[config.mk]
export PLATFORM = sky130hd
export DESIGN_NAME = usr_sequencer_flat
export DESIGN_NICKNAME = d
export VERILOG_FILES = /design/src/rtl/usr_sequencer_if.sv /design/src/rtl/usr_sequencer.sv /design/src/flat_wrapper.sv
export SDC_FILE = /design/constraint.sdc
export NUM_CORES = 1
export LEC_CHECK = 0
export ABC_AREA = 1
export CORE_MARGIN = 2
export CORE_UTILIZATION = 45
export DETAILED_ROUTE_END_ITERATION = 16
export PLACE_DENSITY = 0.79
export SLEW_MARGIN = 20
export SYNTH_ARGS = -nofsm -noshare
export SYNTH_HDL_FRONTEND = slang
export SYNTH_SLANG_ARGS = --single-unit
[constraint.sdc]
create_clock -name clk -period 3.9 [get_ports clk]
set_clock_uncertainty 0.1 [all_clocks]
set_input_delay 1.17 -clock clk [delete_from_list [all_inputs] [get_ports clk]]
set_output_delay 1.17 -clock clk [all_outputs]
set_load 0.05 [all_outputs]
[src/rtl/usr_sequencer_if.sv]
// Command and shift-register control bundle between a command source and usr_sequencer.
// master = command source side, slave = sequencer side.
interface usr_sequencer_if #(
   parameter int WIDTH = 8,
   parameter int CNT_W = 3
) ();
   logic             cmd_valid;
   logic             cmd_ready;
   logic [2:0]       cmd_op;
   logic [CNT_W-1:0] cmd_cnt;
   logic [WIDTH-1:0] cmd_data;
   logic             abort;
   logic [2:0]       usr_sel;
   logic [WIDTH-1:0] usr_din;
   logic             busy;
   logic             done;
   logic             aborted;

   modport master (
      output cmd_valid, cmd_op, cmd_cnt, cmd_data, abort,
      input  cmd_ready, usr_sel, usr_din, busy, done, aborted
   );

   modport slave (
      input  cmd_valid, cmd_op, cmd_cnt, cmd_data, abort,
      output cmd_ready, usr_sel, usr_din, busy, done, aborted
   );
endinterface

[src/rtl/usr_sequencer.sv]
// Sequences hold/shift/load commands onto a universal shift register's select and data lines; all outputs registered.
// Define USR_SEQ_QUEUE_EN to add a 2-entry command FIFO that dispatches back-to-back commands without IDLE gaps.
module usr_sequencer #(
   parameter int WIDTH = 8,
   parameter int CNT_W = 3
) (
   input logic            clk,
   input logic            rst_n,
   usr_sequencer_if.slave bus
);
   typedef enum logic [1:0] {IDLE, LOAD, SHIFT, DONE} state_t;

   localparam logic [2:0] OP_HOLD = 3'b000;
   localparam logic [2:0] OP_LOAD = 3'b111;

   state_t           state_q;
   logic [2:0]       sel_q;
   logic [WIDTH-1:0] din_q;
   logic [CNT_W-1:0] cnt_q;
   logic             busy_q;
   logic             done_q;
   logic             aborted_q;
   logic             ready_q;
   logic             ready_d;

   logic             accept;
   logic             idle_or_done;
   logic             disp;
   logic             src_vld;
   logic [2:0]       src_op;
   logic [CNT_W-1:0] src_cnt;
   logic [WIDTH-1:0] src_data;

   assign accept       = bus.cmd_valid && ready_q;
   assign idle_or_done = (state_q == IDLE) || (state_q == DONE);
   assign disp         = idle_or_done && src_vld;

`ifdef USR_SEQ_QUEUE_EN
   logic [2:0]       q_op_q   [2];
   logic [CNT_W-1:0] q_cnt_q  [2];
   logic [WIDTH-1:0] q_data_q [2];
   logic             wr_ptr_q;
   logic             rd_ptr_q;
   logic [1:0]       count_q;
   logic [1:0]       count_d;
   logic             have;
   logic             flush;
   logic             push;
   logic             pop;

   // An empty FIFO lets an arriving command bypass straight into dispatch.
   always_comb begin
      have     = (count_q != 2'd0);
      flush    = bus.abort && ((state_q == LOAD) || (state_q == SHIFT));
      src_vld  = have || accept;
      src_op   = have ? q_op_q[rd_ptr_q]   : bus.cmd_op;
      src_cnt  = have ? q_cnt_q[rd_ptr_q]  : bus.cmd_cnt;
      src_data = have ? q_data_q[rd_ptr_q] : bus.cmd_data;
      push     = accept && !flush && !(idle_or_done && !have);
      pop      = idle_or_done && have;
      count_d  = flush ? 2'd0 : (count_q + {1'b0, push} - {1'b0, pop});
      ready_d  = (count_d != 2'd2);
   end

   always_ff @(posedge clk or negedge rst_n) begin
      if (!rst_n) begin
         wr_ptr_q <= 1'b0;
         rd_ptr_q <= 1'b0;
         count_q  <= 2'd0;
      end else begin
         count_q <= count_d;
         if (flush) begin
            wr_ptr_q <= 1'b0;
            rd_ptr_q <= 1'b0;
         end else begin
            if (push) wr_ptr_q <= ~wr_ptr_q;
            if (pop)  rd_ptr_q <= ~rd_ptr_q;
         end
      end
   end

   always_ff @(posedge clk) begin
      if (push) begin
         q_op_q[wr_ptr_q]   <= bus.cmd_op;
         q_cnt_q[wr_ptr_q]  <= bus.cmd_cnt;
         q_data_q[wr_ptr_q] <= bus.cmd_data;
      end
   end
`else
   always_comb begin
      src_vld  = accept;
      src_op   = bus.cmd_op;
      src_cnt  = bus.cmd_cnt;
      src_data = bus.cmd_data;
      ready_d  = idle_or_done && !disp;
   end
`endif

   always_ff @(posedge clk or negedge rst_n) begin
      if (!rst_n) begin
         state_q   <= IDLE;
         sel_q     <= OP_HOLD;
         din_q     <= '0;
         cnt_q     <= '0;
         busy_q    <= 1'b0;
         done_q    <= 1'b0;
         aborted_q <= 1'b0;
         ready_q   <= 1'b1;
      end else begin
         done_q    <= 1'b0;
         aborted_q <= 1'b0;
         ready_q   <= ready_d;
         if (disp) begin
            cnt_q <= src_cnt;
            din_q <= src_data;
            if (src_op == OP_LOAD) begin
               state_q <= LOAD;
               sel_q   <= OP_LOAD;
               busy_q  <= 1'b1;
            end else if ((src_op != OP_HOLD) && (src_cnt != '0)) begin
               state_q <= SHIFT;
               sel_q   <= src_op;
               busy_q  <= 1'b1;
            end else begin
               state_q <= DONE;
               sel_q   <= OP_HOLD;
               busy_q  <= 1'b0;
               done_q  <= 1'b1;
            end
         end else begin
            case (state_q)
               IDLE: state_q <= IDLE;
               LOAD: begin
                  state_q   <= DONE;
                  sel_q     <= OP_HOLD;
                  busy_q    <= 1'b0;
                  done_q    <= 1'b1;
                  aborted_q <= bus.abort;
               end
               SHIFT: begin
                  cnt_q <= cnt_q - CNT_W'(1);
                  // An abort on the final shift cycle still reports as aborted.
                  if (bus.abort || (cnt_q == CNT_W'(1))) begin
                     state_q   <= DONE;
                     sel_q     <= OP_HOLD;
                     busy_q    <= 1'b0;
                     done_q    <= 1'b1;
                     aborted_q <= bus.abort;
                  end
               end
               DONE:    state_q <= IDLE;
               default: state_q <= IDLE;
            endcase
         end
      end
   end

   assign bus.cmd_ready = ready_q;
   assign bus.usr_sel   = sel_q;
   assign bus.usr_din   = din_q;
   assign bus.busy      = busy_q;
   assign bus.done      = done_q;
   assign bus.aborted   = aborted_q;
endmodule

[src/flat_wrapper.sv]
// flat-port wrapper written by rule: the top's interface ports become plain ports
module usr_sequencer_flat 
#(
   parameter int WIDTH = 8,
   parameter int CNT_W = 3
)
  (clk, rst_n, bus_cmd_valid, bus_cmd_op, bus_cmd_cnt, bus_cmd_data, bus_abort, bus_cmd_ready, bus_usr_sel, bus_usr_din, bus_busy, bus_done, bus_aborted);
  usr_sequencer_if #(.WIDTH(WIDTH), .CNT_W(CNT_W)) bus_i ();
  input logic clk;
  input logic rst_n;
  input wire logic [$bits(bus_i.cmd_valid)-1:0] bus_cmd_valid;
  input wire logic [$bits(bus_i.cmd_op)-1:0] bus_cmd_op;
  input wire logic [$bits(bus_i.cmd_cnt)-1:0] bus_cmd_cnt;
  input wire logic [$bits(bus_i.cmd_data)-1:0] bus_cmd_data;
  input wire logic [$bits(bus_i.abort)-1:0] bus_abort;
  output wire logic [$bits(bus_i.cmd_ready)-1:0] bus_cmd_ready;
  output wire logic [$bits(bus_i.usr_sel)-1:0] bus_usr_sel;
  output wire logic [$bits(bus_i.usr_din)-1:0] bus_usr_din;
  output wire logic [$bits(bus_i.busy)-1:0] bus_busy;
  output wire logic [$bits(bus_i.done)-1:0] bus_done;
  output wire logic [$bits(bus_i.aborted)-1:0] bus_aborted;
  assign bus_i.cmd_valid = bus_cmd_valid;
  assign bus_i.cmd_op = bus_cmd_op;
  assign bus_i.cmd_cnt = bus_cmd_cnt;
  assign bus_i.cmd_data = bus_cmd_data;
  assign bus_i.abort = bus_abort;
  assign bus_cmd_ready = bus_i.cmd_ready;
  assign bus_usr_sel = bus_i.usr_sel;
  assign bus_usr_din = bus_i.usr_din;
  assign bus_busy = bus_i.busy;
  assign bus_done = bus_i.done;
  assign bus_aborted = bus_i.aborted;
  usr_sequencer #(.WIDTH(WIDTH), .CNT_W(CNT_W)) u_core (.clk(clk), .rst_n(rst_n), .bus(bus_i));
endmodule
==> flow_summary.toml <==
[yosys]
yosysSeqAreaShare_pct = 50.8
yosysUniqueCellTypes = 20
ys_seq_elements = 20
syn_nets = 143
synth_commonest_cells = "55 x nand2_1, 19 x dfrtp_1, 15 x inv_1, 5 x nor2_1"
synth_ff_type = "dfrtp_1"
avgSynthCellArea_sq_um = 8.16
yosysMostFrequentCell = "nand2_1"
netlist_top_cells_area = "dfrtp_1 48%, nand2_1 21%, inv_1 5.7%"
syn_inst = 121
synth_edf_count = 0
synth_top_cell_by_area = "dfrtp_1"
ys_warn_count = 0
async_flop_share_pct = 100
synth_top_area_share_pct = 48.2
syn_area_sq_um = 987

[layout]
num_antenna_cells = 0
finalInstanceArea_sq_um = 1360
nFillCells = 162
area_delta_synth_final_pct = 37.6
drive_above_1_share_pct = 6.45
nNetsFinal = 178

[clock_network]
clockBufferDepth = 2
numCtsBuffers = 3
cts.htree.levels = 1
cts.sinks = 20
cts_tree = "built"
cts_setup_buffers = 0
cts-resized-gates = 0
path_clk_slew_ns = 0.11
cts_root_buffer = "clkbuf_4"
clock_latency_ns = 0.30
hold_buffers = 0

[pwr]
power_density_nw_per_um2 = 867
peakVddDrop_mv = 0.505
p_leak_nw = 0.695
total_power_mw = 1.18

[sta]
setup_viol = 0
period_minus_slack_ns = 2.95
fmax_mhz = 339
hold_slack_ns = 0.383
slew_violations = 0
setup-tns-final_ns = 0
final.period_utilization_pct = 75.7
rsz0062_at_grt = "false"
maxSlewHeadroom_pct = 41.9
tightest_slew_ns = 0.868
finalHoldViolations = 0

[routing]
drt-initial-drc-count = 17
drt-vias-per-instance = 4.71
wl_per_cell_um = 11.2
remaining_drc_errors = 0
ant_nets = 0
wl_um = 2050
vias = 858
drtPass1Iterations = 4

[critical_path]
arrival_ns = 1.68
worstPathCellList = "clkdlybuf4s50_1"
slowest_stage = "clkdlybuf4s50_1"
required_ns = 2.63
max_stage_delay_ns = 0.80
critPathKind = "reg -> out"
worst-path-max-fanout = 3
cp-end-kind = "output port"
path_delay_family = "buffers and inverters"
cp.buffers_inverters = 1
start_kind = "flop"

[placement]
dpl.hpwl_um = 1580
io_buffer_count = 32
place_area_sq_um = 1320
place_congestion = 0.836

[grt]
antenna_found_initial = 0
grt_start_max_net_pins = 21
grt_pass1_vias = 832
overflow = 0
grt_pass1_wl_um = 3440
grt_usage_pct = 17.9

[floorplan]
io_pins = 33
die_w_um = 50.8
die-area_sq_um = 2580
core_sq_um = 2020
initial_utilization_pct = 48.8
fp-row-count = 16
die_h_um = 50.8

[flow_run]
drv_cap = 0

[min_path]
hp-class = "reg -> reg"

[outcome]
status = "finished clean"
-- per-layer routing --
metal / wire [um] / track usage [%]
met1: 857 / 21.4
met2: 1040 / 32.0
met3: 120 / 3.51
met4: 31 / 6.31
met5: 0 / 0
-- registers in the layout, summed over array words and instances (netlist names) --
register,cells
u_core.bus.busy,1
u_core.cnt_q,3
u_core.state_q,2
u_core.bus.usr_sel,3
u_core.bus.done,1
u_core.bus.cmd_ready,1
u_core.bus.aborted,1
u_core.bus.usr_din,8
-- per-stage QoR --
step / cells / setup slack (ns) / util, %
after floorplan: 121 / 1.94 / -
after detailed placement: 178 / 1.28 / 65.4
after global routing: 182 / 0.917 / 67.2
after CTS: 182 / 0.949 / 67.2
after global placement: 178 / 1.29 / 65.4
final: 182 / 0.949 / 67.2
-- area by class of cell --
cell class,instances,area (sq um),area share (%)
Timing Repair Buffer,32,320,23.6
Multi-Input combinational cell,83,407,29.9
Inverter,16,60.1,4.42
Clock buffer,4,36.3,2.67
Sequential cell,20,502,36.9
Tap cell,27,33.8,2.49
-- placed cells by master, fill, tap and decap left out, drive strengths merged --
cell type,netlist,routed
o21ai,4,4
inv,16,16
a21oi,4,4
ha,4,4
dfrtp,19,19
o211ai,3,3
nand4,1,1
nand3,4,4
nand2,56,56
dfstp,1,1
clkdlybuf4s50,0,32
clkbuf,0,4
xor2,1,1
nor2,6,6
-- cells by family after synthesis --
kind of cell | share of synthesized area [%]
compound gates | 6.72
xor+xnor | 0.887
fa+ha+maj | 5.07
buf+inv | 7.98
flops | 50.8
simple gates | 28.5
-- path summary, 6_finish.rpt --
path | depth (start not counted) | slack (ns) | endpoint | start
max | 1 | 0.95 | bus_cmd_ready | u_core.bus.cmd_ready
min | 2 | 0.38 | u_core.bus.busy | u_core.bus.busy
max reg2reg | 6 | 2.21 | u_core.state_q[1] | u_core.state_q[0]
min reg2reg | 2 | 0.38 | u_core.bus.busy | u_core.bus.busy
max in group asynchronous | 1 | 1.92 | u_core.bus.usr_din[3] | rst_n
min in group asynchronous | 1 | 1.25 | u_core.state_q[1] | rst_n
-- where the power goes --
part	switching, mW	leakage, nW	internal, mW
clock network	0.0627	0.0210	0.0569
logic	0.462	0.423	0.238
registers	0.0531	0.251	0.304
Note: power is estimated with default switching activity, not from simulation.
